File: config.mk
export PLATFORM = sky130hd
export DESIGN_NAME = char_rotator
export DESIGN_NICKNAME = d
export VERILOG_FILES = /design/src/rtl/char_rot_pkg.sv /design/src/rtl/char_rot_seg_dec.sv /design/src/rtl/char_rotator.sv
export SDC_FILE = /design/constraint.sdc
export NUM_CORES = 1
export LEC_CHECK = 0
export ABC_AREA = 1
export CAP_MARGIN = 20
export CORE_ASPECT_RATIO = 0.5
export CORE_MARGIN = 5
export CORE_UTILIZATION = 40
export CTS_CLUSTER_DIAMETER = 30
export DETAILED_ROUTE_END_ITERATION = 12
export SKIP_CTS_REPAIR_TIMING = 1
export SYNTH_ARGS = -nofsm -noshare
export SYNTH_HDL_FRONTEND = slang
export SYNTH_HIERARCHICAL = 1
export SYNTH_SLANG_ARGS = --single-unit
File: constraint.sdc
create_clock -name Clock -period 1.9 [get_ports Clock]
set_input_delay 0.38 -clock Clock [delete_from_list [all_inputs] [get_ports Clock]]
set_output_delay 0.38 -clock Clock [all_outputs]
set_load 0.1 [all_outputs]
File: src/rtl/char_rot_pkg.sv
// Shared definitions for the rotating-character display driver.
//   - 2-bit character codes ('2', '5', '3', blank)
//   - active-low seven-segment patterns, bit order g..a (bit 0 = a)
//   - rotation direction encoding
//   - decode_char(): character code -> segment pattern
package char_rot_pkg;

    localparam logic [1:0] CH_2     = 2'b00;
    localparam logic [1:0] CH_5     = 2'b01;
    localparam logic [1:0] CH_3     = 2'b10;
    localparam logic [1:0] CH_BLANK = 2'b11;

    localparam logic [6:0] SEG_2     = 7'b0100100;
    localparam logic [6:0] SEG_5     = 7'b0010010;
    localparam logic [6:0] SEG_3     = 7'b0110000;
    localparam logic [6:0] SEG_BLANK = 7'b1111111;

    // DIR_UP moves each character toward the next higher digit index.
    typedef enum logic {
        DIR_UP   = 1'b0,
        DIR_DOWN = 1'b1
    } rot_dir_e;

    function automatic logic [6:0] decode_char(input logic [1:0] code);
        logic [6:0] seg;
        case (code)
            CH_2:     seg = SEG_2;
            CH_5:     seg = SEG_5;
            CH_3:     seg = SEG_3;
            CH_BLANK: seg = SEG_BLANK;
            default:  seg = SEG_BLANK;
        endcase
        return seg;
    endfunction

endpackage

File: src/rtl/char_rot_seg_dec.sv
// Character decoder for one seven-segment display.
// Ports:
//   code_i  in  2  character code (see char_rot_pkg)
//   seg_o   out 7  active-low segments, bit order g..a
module char_rot_seg_dec
    import char_rot_pkg::*;
(
    input  logic [1:0] code_i,
    output logic [6:0] seg_o
);

    assign seg_o = decode_char(code_i);

endmodule

File: src/rtl/char_rotator.sv
// Rotating-character display driver for a bank of seven-segment displays.
// Holds NUM_DIGITS 2-bit character codes, decodes each to active-low
// segments and rotates the word one position every TICK_DIV enabled cycles.
//
// Parameters:
//   NUM_DIGITS  number of characters/displays (2..6)
//   TICK_DIV    enabled clock cycles per rotation step (>= 2)
// Ports:
//   Clock      in  1             system clock
//   Resetn     in  1             asynchronous active-low reset
//   load       in  1             capture load_data into the character buffer
//   load_data  in  2*NUM_DIGITS  bits [2i+1:2i] -> digit i
//   enable     in  1             1: divider counts and rotation runs
//   dir        in  1             0: toward higher index, 1: toward lower
//   blink      in  1             (CHAR_ROT_BLINK_EN only) blank every other period
//   step       out 1             high during the cycle whose closing edge rotates
//   HEX        out 7*NUM_DIGITS  bits [7i+6:7i] drive HEXi, active-low g..a
//
// Build option: define CHAR_ROT_BLINK_EN to add the blink input and a phase
// flop toggled on every terminal count; with blink=1 and phase=1 every
// display is blanked without disturbing the buffer.
module char_rotator
    import char_rot_pkg::*;
#(
    parameter int NUM_DIGITS = 3,
    parameter int TICK_DIV   = 50_000_000
) (
    input  logic                    Clock,
    input  logic                    Resetn,
    input  logic                    load,
    input  logic [2*NUM_DIGITS-1:0] load_data,
    input  logic                    enable,
    input  logic                    dir,
`ifdef CHAR_ROT_BLINK_EN
    input  logic                    blink,
`endif
    output logic                    step,
    output logic [7*NUM_DIGITS-1:0] HEX
);

    localparam int              CNT_W   = $clog2(TICK_DIV);
    localparam logic [CNT_W-1:0] CNT_MAX = CNT_W'(TICK_DIV - 1);

    logic [CNT_W-1:0] cnt_q, cnt_d;
    logic [1:0]       chars_q [NUM_DIGITS];
    logic [1:0]       chars_d [NUM_DIGITS];
    logic             tc;
    logic [7*NUM_DIGITS-1:0] seg_raw;

    assign tc = enable && (cnt_q == CNT_MAX);

    // Load wins over a coincident terminal count: the loaded word appears
    // unrotated and the divider restarts from zero.
    always_comb begin
        cnt_d   = cnt_q;
        chars_d = chars_q;
        step    = 1'b0;
        if (load) begin
            cnt_d = '0;
            for (int i = 0; i < NUM_DIGITS; i++) begin
                chars_d[i] = load_data[2*i +: 2];
            end
        end else if (tc) begin
            cnt_d = '0;
            step  = 1'b1;
            for (int i = 0; i < NUM_DIGITS; i++) begin
                if (rot_dir_e'(dir) == DIR_UP) begin
                    chars_d[i] = chars_q[(i + NUM_DIGITS - 1) % NUM_DIGITS];
                end else begin
                    chars_d[i] = chars_q[(i + 1) % NUM_DIGITS];
                end
            end
        end else if (enable) begin
            cnt_d = cnt_q + CNT_W'(1);
        end
    end

    always_ff @(posedge Clock or negedge Resetn) begin
        if (!Resetn) begin
            cnt_q <= '0;
            for (int i = 0; i < NUM_DIGITS; i++) begin
                chars_q[i] <= CH_BLANK;
            end
        end else begin
            cnt_q <= cnt_d;
            for (int i = 0; i < NUM_DIGITS; i++) begin
                chars_q[i] <= chars_d[i];
            end
        end
    end

    for (genvar g = 0; g < NUM_DIGITS; g++) begin : g_dec
        char_rot_seg_dec u_dec (
            .code_i (chars_q[g]),
            .seg_o  (seg_raw[7*g +: 7])
        );
    end

`ifdef CHAR_ROT_BLINK_EN
    logic phase_q, phase_d;

    always_comb begin
        phase_d = phase_q;
        if (load) begin
            phase_d = 1'b0;
        end else if (tc) begin
            phase_d = ~phase_q;
        end
    end

    always_ff @(posedge Clock or negedge Resetn) begin
        if (!Resetn) begin
            phase_q <= 1'b0;
        end else begin
            phase_q <= phase_d;
        end
    end

    assign HEX = (blink && phase_q) ? {NUM_DIGITS{SEG_BLANK}} : seg_raw;
`else
    assign HEX = seg_raw;
`endif

endmodule

==> results of run 1 <==
==> placed cells by master, fill, tap and decap left out, drive strengths merged <==
master and count:
clkbuf 6, nor2 71, a21oi 3, nor3 13
buf 45, ha 16, mux2i 1, dfrtp 26
nand4 3, nand2 107, nand3 18, o21ai 24
clkdlybuf4s50 10, nand3b 2, xnor2 1, xor2 4
clkinv 2, nor3b 1, and2 1, dfstp 6
nor4 1, inv 52
==> layer usage <==
layer / vias up / share of wire [%] / routed length [um]
met4: 0 / 1.1 / 65
met5: - / 0 / 0
met1: 1050 / 47 / 2800
met2: 63 / 46 / 2730
met3: 7 / 5.2 / 304
li1: 1208 / - / -
==> through the flow <==
step	total power, mW	utilization (%)	hold slack [ns]
after floorplan	1.37	-	0.0844
after global placement	1.71	52.8	0.492
after detailed placement	1.72	52.8	0.503
after CTS	2.52	55.3	0.510
after global routing	2.63	56.7	0.539
final	2.53	56.7	0.499
==> area by class of cell <==
type	count	share of cell area, %
sequential	32	23.8
tap	77	2.84
timing repair buffer	55	21.0
clock buffer	6	4.09
clock inverter	2	0.295
multi-input combinational	266	42.2
inverter	52	5.75
==> tightest hold or removal path, delay by kind of cell, from the launching register on <==
kind,cells,cell delay [ns]
flops,1,0.39
simple gates,2,0.10
==> path summary, 6_finish.rpt <==
| path | from | to | slack, ns | depth (start not counted) |
|---|---|---|---|---|
| min | chars_q[4]$_DFFE_PN1P_ | chars_q[4]$_DFFE_PN1P_ | 0.50 | 2 |
| max reg2reg | cnt_q[1]$_DFFE_PN0P_ | cnt_q[13]$_DFFE_PN0P_ | 0.29 | 11 |
| min in group asynchronous | Resetn | cnt_q[4]$_DFFE_PN0P_ | 0.51 | 2 |
| max | cnt_q[1]$_DFFE_PN0P_ | step | -0.11 | 6 |
| min reg2reg | chars_q[4]$_DFFE_PN1P_ | chars_q[4]$_DFFE_PN1P_ | 0.50 | 2 |
| max in group asynchronous | Resetn | chars_q[4]$_DFFE_PN1P_ | 1.05 | 2 |
==> where the power goes <==
part | internal (mW) | leakage (nW) | total, mW | switching (mW)
Combinational | 0.342 | 1.01 | 0.987 | 0.645
Clock | 0.515 | 0.0766 | 0.799 | 0.283
Sequential | 0.715 | 0.425 | 0.744 | 0.0289
==> state kept, by name, summed over array words and instances, names as in the netlist <==
signal and flops:
chars_q 6, cnt_q 26
==> cell families (layout without fill, tap and decap cells) <==
kind of cell | Yosys count | after routing
compound gates | 27 | 27
xor+xnor | 5 | 5
fa+ha+maj | 16 | 16
buf+inv | 63 | 115
flops | 32 | 32
mux | 1 | 1
simple gates | 217 | 217
==> impl_metrics.py, run 1 <==
metrics = {
    "clock_network": {
        "root_buffer": "clkbuf_16",
        "path_clk_slew_ns": 0.05,
        "clkSinkCount": 32,
        "clk_path_buf_depth": 2,
        "numCtsBuffers": 5,
        "cts_tree": "done",
        "htreeDepth": 2,
        "insertion_delay_ns": 0.27,
    },
    "detailed_routing": {
        "ant_nets": 0,
        "post_drt_via_cell_ratio": 4.75,
        "routed_wl_um": 5900,
        "drtIter0Drc": 119,
        "first_pass_iters": 4,
        "vias": 2328,
        "wl_per_cell_um": 12.0,
        "route.detailed.drc": 0,
    },
    "logic_synthesis": {
        "netlist_top_cells_area": "dfrtp_1 27%, nand2_1 16%, nor2_1 9.8%",
        "yosys.area_share.simple_pct": 38.9,
        "synth_xor_area_share_pct": 1.79,
        "synth_warnings": 6,
        "ys_top_cells_by_count": "101 x nand2_1, 64 x nor2_1, 52 x inv_1, 26 x dfrtp_1, 19 x o21ai_0",
        "ys_types": 29,
        "synthFlopType": "dfrtp_1",
        "postSynth.asyncResetShare_pct": 100,
        "synth_area_um2": 2440,
        "synth_top_family_by_area": "simple AND/OR/NAND/NOR gates",
        "yosysMostFrequentCell": "nand2_1",
        "synth_edf_count": 0,
        "synth_seq_cells": 32,
        "yosysTopAreaCell": "dfrtp_1",
        "synth_area_per_cell_um2": 6.76,
        "yosysTopAreaCellShare_pct": 26.7,
        "synth_cells": 361,
        "synthAdderAreaFrac_pct": 8.21,
        "yosysSeqAreaShare_pct": 33.1,
        "synth-compound-area-share_pct": 6.15,
        "muxShareOfSynthArea_pct": 0.410,
        "syn-num-nets": 388,
    },
    "global_route": {
        "antenna_found_initial": 0,
        "grt_pass1_wl_um": 10200,
        "met2_usage_pct": 28.1,
        "grt-ovfl-total": 0,
        "grt_util_met1_pct": 20.1,
        "top_usage_layer": "met2",
        "first_global_vias": 2282,
        "grt_util_met3_pct": 3.27,
        "grt_util_all_layers_pct": 15.9,
        "grt_max_degree": 33,
    },
    "finish": {
        "final_nets": 439,
        "nFillCells": 551,
        "finalNonFillerCells": 490,
        "multiInputGateArea_um2": 1430,
        "synthToLayoutAreaGrowth_pct": 39.0,
        "final_area_um2": 3390,
        "n_antenna_cell": 0,
        "ff_latch_area_um2": 808,
        "drive_gt1_share_pct": 23.0,
    },
    "placement": {
        "dp_cells": 475,
        "post-place-ws_ns": -0.0991,
        "dp_hpwl_um": 4680,
        "place.gp.congestion": 0.925,
        "port_buffers": 32,
        "place_area_um2": 3160,
    },
    "sta": {
        "fin_skew_ns": 0.00367,
        "finalWorstSetupSlack_ns": -0.110,
        "worstMarginPinSlew_ns": 0.424,
        "hold_viol": 0,
        "setup_violations": 1,
        "timing.final.max_slew_violations": 0,
        "fmax_mhz": 498,
        "maxSlewHeadroom_pct": 71.7,
        "rsz0062_at_grt": "yes",
        "min_period_ns": 2.01,
        "timing.setup.tns_ns": -0.110,
        "post-route-period-util_pct": 106,
    },
    "setup_path": {
        "crit_path_start_kind": "flop",
        "cpMaxStageDelayCell": "dfrtp_1",
        "critical-path-max-stage-delay_ns": 0.41,
        "cp_max_fo": 3,
        "cp_top_family": "simple AND/OR/NAND/NOR gates",
        "worstPathArrival_ns": 1.63,
        "critical_path_class": "flop to output pin",
        "crit_required_ns": 1.52,
        "cp.buffers_inverters": 1,
        "crit_path_end_kind": "output pin",
        "path_cells": "ha_4, nand2_4, nor2_4, nand4_1, nor3_4, buf_12",
    },
    "floorplanning": {
        "core_um2": 5980,
        "dieArea_um2": 7860,
        "start_util_pct": 40.8,
        "die_h_um": 65.2,
        "rows": 20,
        "dieWidth_um": 120,
        "ioPinCount": 33,
    },
    "outcome": {
        "violations": "negative setup slack",
        "status": "finished, violations left",
    },
    "job": {
        "cap_violations": 0,
    },
    "power": {
        "max-vdd-ir-drop_mv": 0.470,
        "leakagePower_nw": 1.51,
        "powerDensity_nw_per_um2": 746,
    },
    "worst_hold_path": {
        "min_path_type": "flop to flop",
    },
}
(Power assumes the default switching activity.)
==> run 2, diff against run 1 <==
--- a/config.mk
+++ b/config.mk
@@ -11,6 +11,7 @@
 export CORE_MARGIN = 5
 export CORE_UTILIZATION = 40
 export CTS_CLUSTER_DIAMETER = 30
+export CTS_CLUSTER_SIZE = 8
 export DETAILED_ROUTE_END_ITERATION = 12
 export SKIP_CTS_REPAIR_TIMING = 1
 export SYNTH_ARGS = -nofsm -noshare
==> constraint.sdc (replaced) <==
create_clock -name Clock -period 2.1 [get_ports Clock]
set_input_delay 0.42 -clock Clock [delete_from_list [all_inputs] [get_ports Clock]]
set_output_delay 0.42 -clock Clock [all_outputs]
set_load 0.1 [all_outputs]
==> impl_metrics.py, run 2 (synthesis gave the netlist of run 1 again) <==
metrics = {
    "finish": {
        "top_regs": "cnt_q: 26 flops, chars_q: 6 flops",
        "synthToLayoutAreaGrowth_pct": 36.7,
        "n_antenna_cell": 0,
        "regMostFlops": "cnt_q",
        "nFillCells": 578,
        "drive_gt1_share_pct": 20.2,
        "final_nets": 431,
        "final_common_cell": "nand2_1",
        "largest_reg_flops": 26,
        "final_area_um2": 3340,
        "most-common-layout-cells": "100 x nand2_1, 60 x nor2_1, 52 x inv_1, 25 x dfrtp_1, 22 x buf_12",
        "finalNonFillerCells": 482,
    },
    "outcome": {
        "status": "finished, violations left",
        "violations": "negative setup slack",
    },
    "clock_network": {
        "path_clk_slew_ns": 0.05,
        "cts_tree": "done",
        "clk_path_buf_depth": 2,
        "clkSinkCount": 32,
        "numCtsBuffers": 5,
        "htreeDepth": 2,
        "insertion_delay_ns": 0.28,
        "root_buffer": "clkbuf_16",
    },
    "floorplanning": {
        "ioPinCount": 33,
        "rows": 20,
        "dieArea_um2": 7860,
        "start_util_pct": 40.8,
        "die_h_um": 65.2,
        "dieWidth_um": 120,
        "core_um2": 5980,
    },
    "detailed_routing": {
        "ant_nets": 0,
        "vias": 2341,
        "route.detailed.drc": 0,
        "drtIter0Drc": 138,
        "post_drt_via_cell_ratio": 4.86,
        "routed_wl_um": 6000,
        "wl_per_cell_um": 12.5,
        "first_pass_iters": 4,
    },
    "power": {
        "max-vdd-ir-drop_mv": 0.273,
        "powerDensity_nw_per_um2": 726,
        "leakagePower_nw": 1.48,
    },
    "setup_path": {
        "cp_top_family": "simple AND/OR/NAND/NOR gates",
        "r2r_slack_ns": 0.43,
        "critical_path_class": "flop to output pin",
        "cpMaxStageDelayCell": "dfrtp_1",
        "worstPathArrival_ns": 1.68,
        "critical-path-max-stage-delay_ns": 0.40,
        "crit_required_ns": 1.68,
        "crit_path_start_kind": "flop",
        "path_cells": "ha_4, nand2_4, nor2_4, nand4_1, nor3_2, buf_12",
        "startpoint": "cnt_q[1]$_DFFE_PN0P_",
        "r2r_end": "cnt_q[25]$_DFFE_PN0P_",
        "cp.buffers_inverters": 1,
        "reg2regPathDepth": 8,
        "cp_max_fo": 5,
        "crit_path_end_kind": "output pin",
        "reg2reg_from": "cnt_q[0]$_DFFE_PN0P_",
    },
    "global_route": {
        "antenna_found_initial": 0,
        "grt-ovfl-total": 0,
        "grt_max_degree": 33,
        "grt_pass1_wl_um": 10100,
        "first_global_vias": 2243,
        "grt_util_all_layers_pct": 16.0,
    },
    "placement": {
        "place_area_um2": 3080,
        "dp_cells": 468,
        "post-place-ws_ns": 0.0409,
        "place.gp.congestion": 0.917,
        "port_buffers": 32,
        "dp_hpwl_um": 4620,
    },
    "sta": {
        "setup_violations": 1,
        "post-route-period-util_pct": 100,
        "worstMarginPinSlew_ns": 0.423,
        "fmax_mhz": 476,
        "timing.final.max_slew_violations": 0,
        "hold_viol": 0,
        "finalWorstSetupSlack_ns": -0.000333,
        "min_period_ns": 2.10,
        "maxSlewHeadroom_pct": 71.8,
        "fin_skew_ns": 0.00296,
        "rsz0062_at_grt": "yes",
    },
    "worst_hold_path": {
        "holdPathStages": 2,
        "hold_path_end": "chars_q[4]$_DFFE_PN1P_",
        "hold_start": "chars_q[4]$_DFFE_PN1P_",
        "min_path_type": "flop to flop",
    },
    "job": {
        "cap_violations": 0,
    },
}
run 2: worst reg2reg max path, stage by stage (launching register included):
cell and delay [ns]:
dfrtp_1 0.41, buf_4 0.13, nand3_1 0.18, nor2_1 0.31, nand3_2 0.17, nor2_2 0.13
nand2_1 0.08, nor2_1 0.11, nor2_1 0.05
run 2: area by class of cell:
class / count / area (um^2) / area share, %
Clock buffer: 7 / 153 / 4.58
Clock inverter: 1 / 30.0 / 0.900
Inverter: 52 / 195 / 5.85
Multi-Input combinational cell: 266 / 1400 / 41.9
Sequential cell: 32 / 810 / 24.3
Tap cell: 77 / 96.3 / 2.89
Timing Repair Buffer: 47 / 656 / 19.7
run 2: per-stage QoR:
stage / TNS, ns / power, mW / hold WS, ns / util [%]
floorplan: -0.389 / 1.23 / 0.124 / -
global placement: 0 / 1.53 / 0.492 / 51.5
detailed placement: 0 / 1.54 / 0.503 / 51.5
CTS: -0.0241 / 2.44 / 0.510 / 54.6
global route: -0.0543 / 2.51 / 0.551 / 55.8
finish: -0.000333 / 2.42 / 0.533 / 55.8
run 2: where the power goes:
group | switching (mW) | total [mW] | leakage, nW | internal (mW)
registers | 0.0291 | 0.676 | 0.423 | 0.646
clock network | 0.268 | 0.892 | 0.0901 | 0.624
logic | 0.566 | 0.854 | 0.968 | 0.288
run 2: worst max-delay path by stage:
stage	cells after the start	end
6_report	6	step
5_1_grt	6	step
4_1_cts	6	step
3_5_place_dp	6	step
3_3_place_gp	6	step
2_1_floorplan	5	step
run 2: metal layers:
| layer | routed length [um] | share of wire (%) | global-route usage [%] |
|---|---|---|---|
| met4 | 77 | 1.3 | 5.37 |
| met1 | 2770 | 46 | 19.8 |
| met2 | 2850 | 48 | 27.9 |
| met3 | 295 | 4.9 | 3.44 |
| met5 | 0 | 0 | 0 |
